==> src/rtl/trig_decode.sv <==
// Trigger-link receiver: link lock tracking, trigger decode, token FIFO and saturating error counters.
// Define TRIG_DECODE_SEQCHK_EN to enable the token sequence check and seq_err_cnt.
module trig_decode #(
    parameter int unsigned LOCK_COMMAS = 16,
    parameter int unsigned ERR_LIMIT   = 4,
    parameter int unsigned FIFO_AW     = 4
) (
    input  logic        clk,
    input  logic        rst_n,
    input  logic [15:0] trg_data_i,
    input  logic        kchar_i,
    input  logic        cnt_clr,
    output logic        link_ok,
    output logic        trg_pulse,
    output logic [14:0] trg_token,
    output logic [14:0] fifo_dout,
    output logic        fifo_valid,
    input  logic        fifo_rd,
    output logic [15:0] sym_err_cnt,
    output logic [15:0] seq_err_cnt,
    output logic [15:0] ovf_cnt
);

    localparam int unsigned Depth = 1 << FIFO_AW;
    localparam logic [7:0] LockLast = 8'(LOCK_COMMAS - 1);
    localparam logic [3:0] ErrLast = 4'(ERR_LIMIT - 1);
    localparam logic [FIFO_AW:0] DepthCnt = {1'b1, {FIFO_AW{1'b0}}};
    localparam logic [FIFO_AW:0] CntOne = 1;
    localparam logic [FIFO_AW-1:0] PtrOne = 1;

    typedef enum logic [1:0] {SymBad, SymComma, SymTrig} sym_e;
    typedef enum logic {StHunt, StLocked} state_e;

    logic [1:0]  rst_sync_q;
    logic [15:0] data1_q;
    logic        k1_q;
    sym_e        sym_q;
    logic [14:0] tok2_q;

    state_e      state_q;
    logic [7:0]  comma_cnt_q;
    logic [3:0]  bad_cnt_q;
    logic        pulse_q;
    logic [14:0] token_q;
    logic [15:0] sym_err_q;
    logic [15:0] ovf_q;

    logic [14:0]        mem_q [Depth];
    logic [FIFO_AW-1:0] wr_ptr_q, rd_ptr_q;
    logic [FIFO_AW:0]   cnt_q, cnt_d;
    logic               fresh_q, fresh_d;
    logic               trig_acc, full, do_wr, do_rd, ovf_hit, valid;

    function automatic logic [15:0] sat_inc(input logic [15:0] v);
        return (v == 16'hFFFF) ? v : v + 16'd1;
    endfunction

    // Deassertion is synchronised; the FSM may not leave HUNT until it has propagated.
    always_ff @(posedge clk or negedge rst_n) begin
        if (!rst_n) rst_sync_q <= 2'b00;
        else        rst_sync_q <= {rst_sync_q[0], 1'b1};
    end

    always_ff @(posedge clk or negedge rst_n) begin
        if (!rst_n) begin
            data1_q <= '0;
            k1_q    <= 1'b0;
            sym_q   <= SymBad;
            tok2_q  <= '0;
        end else begin
            data1_q <= trg_data_i;
            k1_q    <= kchar_i;
            tok2_q  <= data1_q[14:0];
            if (k1_q && data1_q == 16'h00BC)  sym_q <= SymComma;
            else if (!k1_q && data1_q[15])    sym_q <= SymTrig;
            else                              sym_q <= SymBad;
        end
    end

    // FIFO control; a word written into an empty FIFO is hidden for one clock.
    always_comb begin
        trig_acc = (state_q == StLocked) && (sym_q == SymTrig);
        valid    = (cnt_q != '0) && !fresh_q;
        do_rd    = fifo_rd && valid;
        full     = (cnt_q == DepthCnt);
        do_wr    = trig_acc && (!full || do_rd);
        ovf_hit  = trig_acc && full && !do_rd;
        cnt_d    = cnt_q;
        if (do_wr && !do_rd)      cnt_d = cnt_q + CntOne;
        else if (!do_wr && do_rd) cnt_d = cnt_q - CntOne;
        fresh_d  = do_wr && (cnt_q == (do_rd ? CntOne : '0));
    end

    always_ff @(posedge clk) begin
        if (do_wr) mem_q[wr_ptr_q] <= tok2_q;
    end

    always_ff @(posedge clk or negedge rst_n) begin
        if (!rst_n) begin
            wr_ptr_q <= '0;
            rd_ptr_q <= '0;
            cnt_q    <= '0;
            fresh_q  <= 1'b0;
        end else begin
            if (do_wr) wr_ptr_q <= wr_ptr_q + PtrOne;
            if (do_rd) rd_ptr_q <= rd_ptr_q + PtrOne;
            cnt_q   <= cnt_d;
            fresh_q <= fresh_d;
        end
    end

`ifdef TRIG_DECODE_SEQCHK_EN
    logic [14:0] exp_q;
    logic        exp_valid_q;
    logic [15:0] seq_err_q;
    assign seq_err_cnt = seq_err_q;
`else
    assign seq_err_cnt = '0;
`endif

    always_ff @(posedge clk or negedge rst_n) begin
        if (!rst_n) begin
            state_q     <= StHunt;
            comma_cnt_q <= '0;
            bad_cnt_q   <= '0;
            pulse_q     <= 1'b0;
            token_q     <= '0;
            sym_err_q   <= '0;
            ovf_q       <= '0;
`ifdef TRIG_DECODE_SEQCHK_EN
            exp_q       <= '0;
            exp_valid_q <= 1'b0;
            seq_err_q   <= '0;
`endif
        end else begin
            pulse_q <= 1'b0;
            case (state_q)
                StHunt: begin
                    if (rst_sync_q[1]) begin
                        if (sym_q == SymComma) begin
                            if (comma_cnt_q == LockLast) begin
                                state_q     <= StLocked;
                                comma_cnt_q <= '0;
                                bad_cnt_q   <= '0;
                            end else begin
                                comma_cnt_q <= comma_cnt_q + 8'd1;
                            end
                        end else begin
                            comma_cnt_q <= '0;
                        end
                    end
                end
                default: begin
                    case (sym_q)
                        SymComma: bad_cnt_q <= '0;
                        SymTrig: begin
                            bad_cnt_q <= '0;
                            pulse_q   <= 1'b1;
                            token_q   <= tok2_q;
`ifdef TRIG_DECODE_SEQCHK_EN
                            if (exp_valid_q && tok2_q != exp_q) seq_err_q <= sat_inc(seq_err_q);
                            exp_q       <= tok2_q + 15'd1;
                            exp_valid_q <= 1'b1;
`endif
                        end
                        default: begin
                            sym_err_q <= sat_inc(sym_err_q);
                            if (bad_cnt_q == ErrLast) begin
                                state_q     <= StHunt;
                                bad_cnt_q   <= '0;
                                comma_cnt_q <= '0;
`ifdef TRIG_DECODE_SEQCHK_EN
                                exp_valid_q <= 1'b0;
`endif
                            end else begin
                                bad_cnt_q <= bad_cnt_q + 4'd1;
                            end
                        end
                    endcase
                end
            endcase
            if (ovf_hit) ovf_q <= sat_inc(ovf_q);
            // Clear wins over any increment on the same edge.
            if (cnt_clr) begin
                sym_err_q <= '0;
                ovf_q     <= '0;
`ifdef TRIG_DECODE_SEQCHK_EN
                seq_err_q <= '0;
`endif
            end
        end
    end

    assign link_ok     = (state_q == StLocked);
    assign trg_pulse   = pulse_q;
    assign trg_token   = token_q;
    assign fifo_valid  = valid;
    assign fifo_dout   = valid ? mem_q[rd_ptr_q] : '0;
    assign sym_err_cnt = sym_err_q;
    assign ovf_cnt     = ovf_q;

endmodule

==> config.mk <==
export PLATFORM = sky130hd
export DESIGN_NAME = trig_decode
export DESIGN_NICKNAME = d
export VERILOG_FILES = /design/src/rtl/trig_decode.sv
export SDC_FILE = /design/constraint.sdc
export NUM_CORES = 1
export LEC_CHECK = 0
export ABC_AREA = 1
export CAP_MARGIN = 20
export CORE_MARGIN = 5
export CORE_UTILIZATION = 55
export CTS_CLUSTER_SIZE = 16
export DETAILED_ROUTE_END_ITERATION = 16
export PLACE_DENSITY_LB_ADDON = 0.25
export RECOVER_POWER = 100
export SLEW_MARGIN = 5
export SYNTH_ARGS = -nofsm -noshare
export SYNTH_HDL_FRONTEND = slang
export SYNTH_SLANG_ARGS = --single-unit
export TNS_END_PERCENT = 5
==> constraint.sdc <==
create_clock -name clk -period 4.15 [get_ports clk]
set_input_delay 0.83 -clock clk [delete_from_list [all_inputs] [get_ports clk]]
set_output_delay 0.83 -clock clk [all_outputs]
set_load 0.01 [all_outputs]
Word-level counts from Yosys, hierarchy flattened
Memories as Yosys holds them, arrays and structs flattened.
Index checks and enable logic that the tools add are counted.
{"block": "op_classes", "add_sub_neg": 8, "mul": 0, "div_mod_pow": 0, "n_lt_le_gt_ge": 0, "n_eq_ne": 14, "shifts": 0, "mux": 35, "n_bitwise": 0, "n_reduce_logical": 30}
{"operator": "$mux W16", "n": 7}
{"operator": "$mux W8", "n": 6}
{"operator": "$add A16 B1 Y16 const B", "n": 2}
{"operator": "$eq A16 B16 Y1 const B", "n": 2}
{"operator": "$mux W4", "n": 6}
{"operator": "$eq A16 B8 Y1 const B", "n": 1}
{"operator": "$mux W15", "n": 1}
{"operator": "$add A4 B1 Y4 const B", "n": 3}
{"operator": "$reduce_bool A2 Y1", "n": 6}
{"operator": "$logic_and A1 B1 Y1", "n": 11}
{"operator": "$mux W1", "n": 11}
{"operator": "$mux W5", "n": 2}
{"operator": "$reduce_and A3 Y1", "n": 3}
{"operator": "$add A8 B1 Y8 const B", "n": 1}
{"operator": "$eq A8 B4 Y1 const B", "n": 1}
{"operator": "$ne A2 B2 Y1 const B", "n": 3}
{"operator": "$add A5 B1 Y5 const B", "n": 1}
{"operator": "$eq A5 B1 Y1", "n": 1}
{"operator": "$eq A5 B5 Y1 const B", "n": 1}
{"operator": "$logic_not A1 Y1", "n": 5}
{"operator": "$reduce_bool A5 Y1", "n": 1}
{"operator": "$sub A5 B1 Y5 const B", "n": 1}
{"operator": "$eq A4 B2 Y1 const B", "n": 1}
{"operator": "$mux W2", "n": 2}
{"operator": "other kinds (6)", "n": 8}
{"block": "totals", "regBits": 111, "latch_bits": 0, "mem_bits_rw": 240, "rom_bits": 0, "input_bits": 21, "output_inout_bits": 81, "elab_cells": 104, "mem_count": 1}
{"name": "mem_q", "words": 16, "width": 15, "rd": 1, "rd_ports_with_merged_regs": 0, "write_ports": 1, "line": "48", "source": "logic [14:0] mem_q [Depth];"}

Logic depth before layout (Yosys ltp)
{"block": "logic_depth", "ltp_word": 9, "mapped_depth": 16, "mapped_depth_nobuf": 15}

Least setup slack after synthesis
OpenSTA, ideal clock, no wires.
{"block": "synth_timing", "path_type": "input to register", "startpoint": "input port fifo_rd", "endpoint": "memory mem_q[10][0] (enable)", "setup_ns": 0.406, "t_arrival_ns": 2.320, "t_required_ns": 3.744, "slack_ns": 1.424, "stages": 5, "path_buffers": 1, "path_cell_list": "nand3_2 > nand2_1 > nand2_1 > buf_2 > nor3_1"}
{"block": "synth_via", "elab_chain_len": 5}
{"item": "start: declaration", "line": "18", "source": "input logic fifo_rd,"}
{"item": "$logic_and A1 B1 Y1", "line": "84", "source": "do_rd = fifo_rd && valid;"}
{"item": "$logic_or A1 B1 Y1", "line": "86", "source": "do_wr = trig_acc && (!full || do_rd);"}
{"item": "$logic_and A1 B1 Y1", "line": "86"}
{"item": "$mux W1", "line": "95", "source": "if (do_wr) mem_q[wr_ptr_q] <= tok2_q;"}
{"item": "$mux W1 (implied by the code)", "line": "95"}
{"item": "end: declaration", "line": "48"}
No other way between the ends.

Final worst setup path
{"block": "layout_timing", "startpoint": "register rd_ptr_q[1]", "endpoint": "output port fifo_dout[10]"}
{"block": "layout_via", "elab_chain_len": 2}
{"item": "start: declaration", "line": "49", "source": "logic [FIFO_AW-1:0] wr_ptr_q, rd_ptr_q;"}
{"item": "start signal: assignment", "line": "106", "source": "if (do_rd) rd_ptr_q <= rd_ptr_q + PtrOne;"}
{"item": "$mem_v2 Z16 W15"}
{"item": "$mux W15", "line": "198", "source": "assign fifo_dout = valid ? mem_q[rd_ptr_q] : '0;"}
{"item": "end: declaration", "line": "16", "source": "output logic [14:0] fifo_dout,"}
No other way between the ends.

==> run metrics <==
status complete, but fails checks; failing checks capacitance limit, slew limit; Final ANT Viol Nets 0; setup_tns 0 ns; Post-Route WL 34900 um; Area contributors post-synth edfxtp_1 (48%), dfrtp_1 (19%), nand2_1 (10%), nand3_1 (4.5%), nor2_1 (4.5%); initial antenna violation count 0; Root Driver clkbuf_16; Cell Area, Synth 0.0150 mm^2; Max clock buf depth 3; Buffers on Ports 85; die area 0.0307 mm^2; Clk network pwr share 0.441; GPL Wtd Cong 0.861; reg2reg path depth 17; via count 10453; Cells after Synth 1444; final worst-path cycle share 0.952; Hold Path Class flip-flop to flip-flop; layout cells sized above 1 0.0510; grt ovf 0; CTS resizes 0; final setup violation count 0; ANT cells 0; CTS tree done; Critical Path Sink Type primary output; Worst Path Required 3.32 ns; DRC 0; Yosys top cell by area edfxtp_1; ys async rst share 0.316; Layout Skew 0.0125 ns; Sw Ratio 0.200; DIE HEIGHT 175 um; Largest stage delay, worst path 0.68 ns; fmax 253 MHz; critical path peak fanout 31; DP HPWL 21500 um; Combinational Power Share 0.015; Detailed Route Iter0 Violations 1016; top cell type's share of synthesized area 0.481; htree depth 2; hold path depth 0; Slew headroom -0.0739; leak pwr 6.99 nW; latest clock arrival within the worst-skew pair 0.51 ns; Psw 1.41 mW; CP max-delay cell dlygate4sd3_1; largest net degree at the start of global routing 135; reg2reg setup slack 0.95 ns; DR WL/cell 18.2 um; IO Pins 102; unrepaired setup endpoints after global routing false; CTS sink cnt 351; die width 175 um; Most used DFF post-synth edfxtp_1; post-CTS setup buffers 0; Hold Violations, Final 0; number of global-route vias before repair 10189; number of hold buffers added after cts 0; P per Cell Area 407 mW/mm^2; Initial Utilization 0.558; Clk pin slew, worst setup/hold paths 0.06 ns; CP arrival 3.12 ns; Max Cap Viol 1; CP Launch Type flip-flop; #FFs+latches synth 351; min Tclk post-route 3.95 ns; Flop pwr share 0.544; Num CTS Buffers 36; area grow syn2layout 15.4%; Total Routing Usage GR 0.231; Core ar. 0.0269 mm^2; CP cell instances buf_4 -> nand2_1 -> inv_1 -> buf_4 -> nand3_1 -> nand2_1 -> inv_1 -> nand3_1 -> a21oi_1 -> dlygate4sd3_1; syn_area_per_cell 10.4 um^2; max-slew violation count 33; row count 60; crit path kind flip-flop to primary output; DRT Pass-1 Iters 7; internal power 5.63 mW; Yosys warning total 0; sequential share of the synthesized area 0.666; Slew @ Worst Pin 1.61 ns; # nets final 1578; Cell variety after synth 35; total power 7.04 mW; number of synthesized flops with an enable pin 240; vias per inst 5.47; Max IR drop VDD 0.000271 V; global-route wire length before repair 56000 um
registers in the layout, summed over array words and instances, names as in the netlist:
name / count
mem_q: 240
data1_q: 16
ovf_cnt: 16
sym_err_cnt: 16
tok2_q: 15
trg_token: 15
comma_cnt_q: 8
cnt_q: 5
bad_cnt_q: 4
rd_ptr_q: 4
wr_ptr_q: 4
rst_sync_q: 2
sym_q: 2
fresh_q: 1
k1_q: 1
link_ok: 1
trg_pulse: 1
worst max-delay path: cells and delay by family, from the launching register on:
family / cells / cell delay (ns)
DFF: 1 / 0.63
buffers and inverters: 5 / 1.40
and+or+nand+nor: 4 / 0.45
AOI/OAI and AO/OA: 1 / 0.12
cell usage in the layout (no fill, tap or decap), types with 5 or more instances in the layout:
cell / synthesis / layout
nand2_1: 405 / 407
edfxtp_1: 240 / 240
nor2_1: 178 / 177
nand3_1: 134 / 135
dfrtp_1: 111 / 110
inv_1: 77 / 79
dlygate4sd3_1: 0 / 75
o21ai_0: 60 / 72
clkbuf_16: 0 / 39
clkbuf_1: 24 / 30
a21oi_1: 25 / 25
xor2_1: 21 / 21
nand4_1: 20 / 20
nor3_1: 20 / 20
conb_1: 2 / 17
o211ai_1: 15 / 15
ha_1: 15 / 15
buf_4: 20 / 10
clkdlybuf4s50_1: 0 / 9
o21bai_1: 6 / 6
clkinv_1: 1 / 6
inv_2: 7 / 5
clkinv_2: 0 / 5
logic make-up (layout without fill, tap and decap cells):
family	count (synthesis)	in the layout	share of synthesized area
buf+inv	158	268	0.0472
fa+ha+maj	16	16	0.0139
simple gates	772	772	0.214
compound gates	123	123	0.0450
other cells	2	17	0.000501
xor+xnor	22	22	0.0129
flops	351	351	0.666
power by group through the flow:
stage	Sequential [mW]	Clock (mW)	Combinational, mW
3_3_place_gp	3.90	0	0.113
4_1_cts	3.83	3.16	0.115
3_5_place_dp	3.90	0	0.114
6_report	3.83	3.10	0.103
2_1_floorplan	3.88	0	0.0562
5_1_grt	3.84	3.32	0.119
layout make-up:
class | instances | area [um^2]
Sequential cell | 351 | 9990
Inverter | 85 | 319
Clock buffer | 52 | 1040
Fill cell | 2153 | 9580
Multi-Input combinational cell | 950 | 4340
Tap cell | 341 | 427
Timing Repair Buffer | 117 | 1070
Clock inverter | 14 | 106
metal layers:
metal	track usage	up-vias	share of wire	wire, um
met3	0.0498	65	0.086	3010
met2	0.370	417	0.47	16500
li1	-	5005	-	-
met1	0.322	4966	0.41	14400
met4	0.0694	0	0.028	978
met5	0	-	0	0
final timing paths:
check | from | end
max reg2reg | sym_q[0] | cnt_q[4]
max | rd_ptr_q[1] | fifo_dout[10]
min | rst_sync_q[0] | rst_sync_q[1]
max in group asynchronous | rst_n | trg_token[5]
min in group asynchronous | rst_n | comma_cnt_q[5]
min reg2reg | rst_sync_q[0] | rst_sync_q[1]
metrics by stage:
stage                     hold slack [ns]  instances   util  setup WS [ns]  cell area, um^2
final                               0.354       1910  0.643          0.198            17300
after floorplan                     0.331       1459      -           1.42            15000
after global placement              0.333       1844  0.607          0.885            16300
after detailed placement            0.345       1844  0.607          0.835            16300
after CTS                           0.359       1910  0.650          0.307            17500
after global routing                0.363       1910  0.643         0.0740            17300
cell usage after synthesis, drive strengths merged, types with 2 or more instances:
cell	n
nand3	138
a21oi	25
nor3	20
nor2	181
o211ai	15
conb	2
clkbuf	24
dfrtp	111
ha	15
edfxtp	240
a21boi	2
o21bai	6
inv	84
nand2	409
nand4	20
xor2	21
nor4	2
o21ai	74
buf	49
Power figures use the tool's default switching activity.
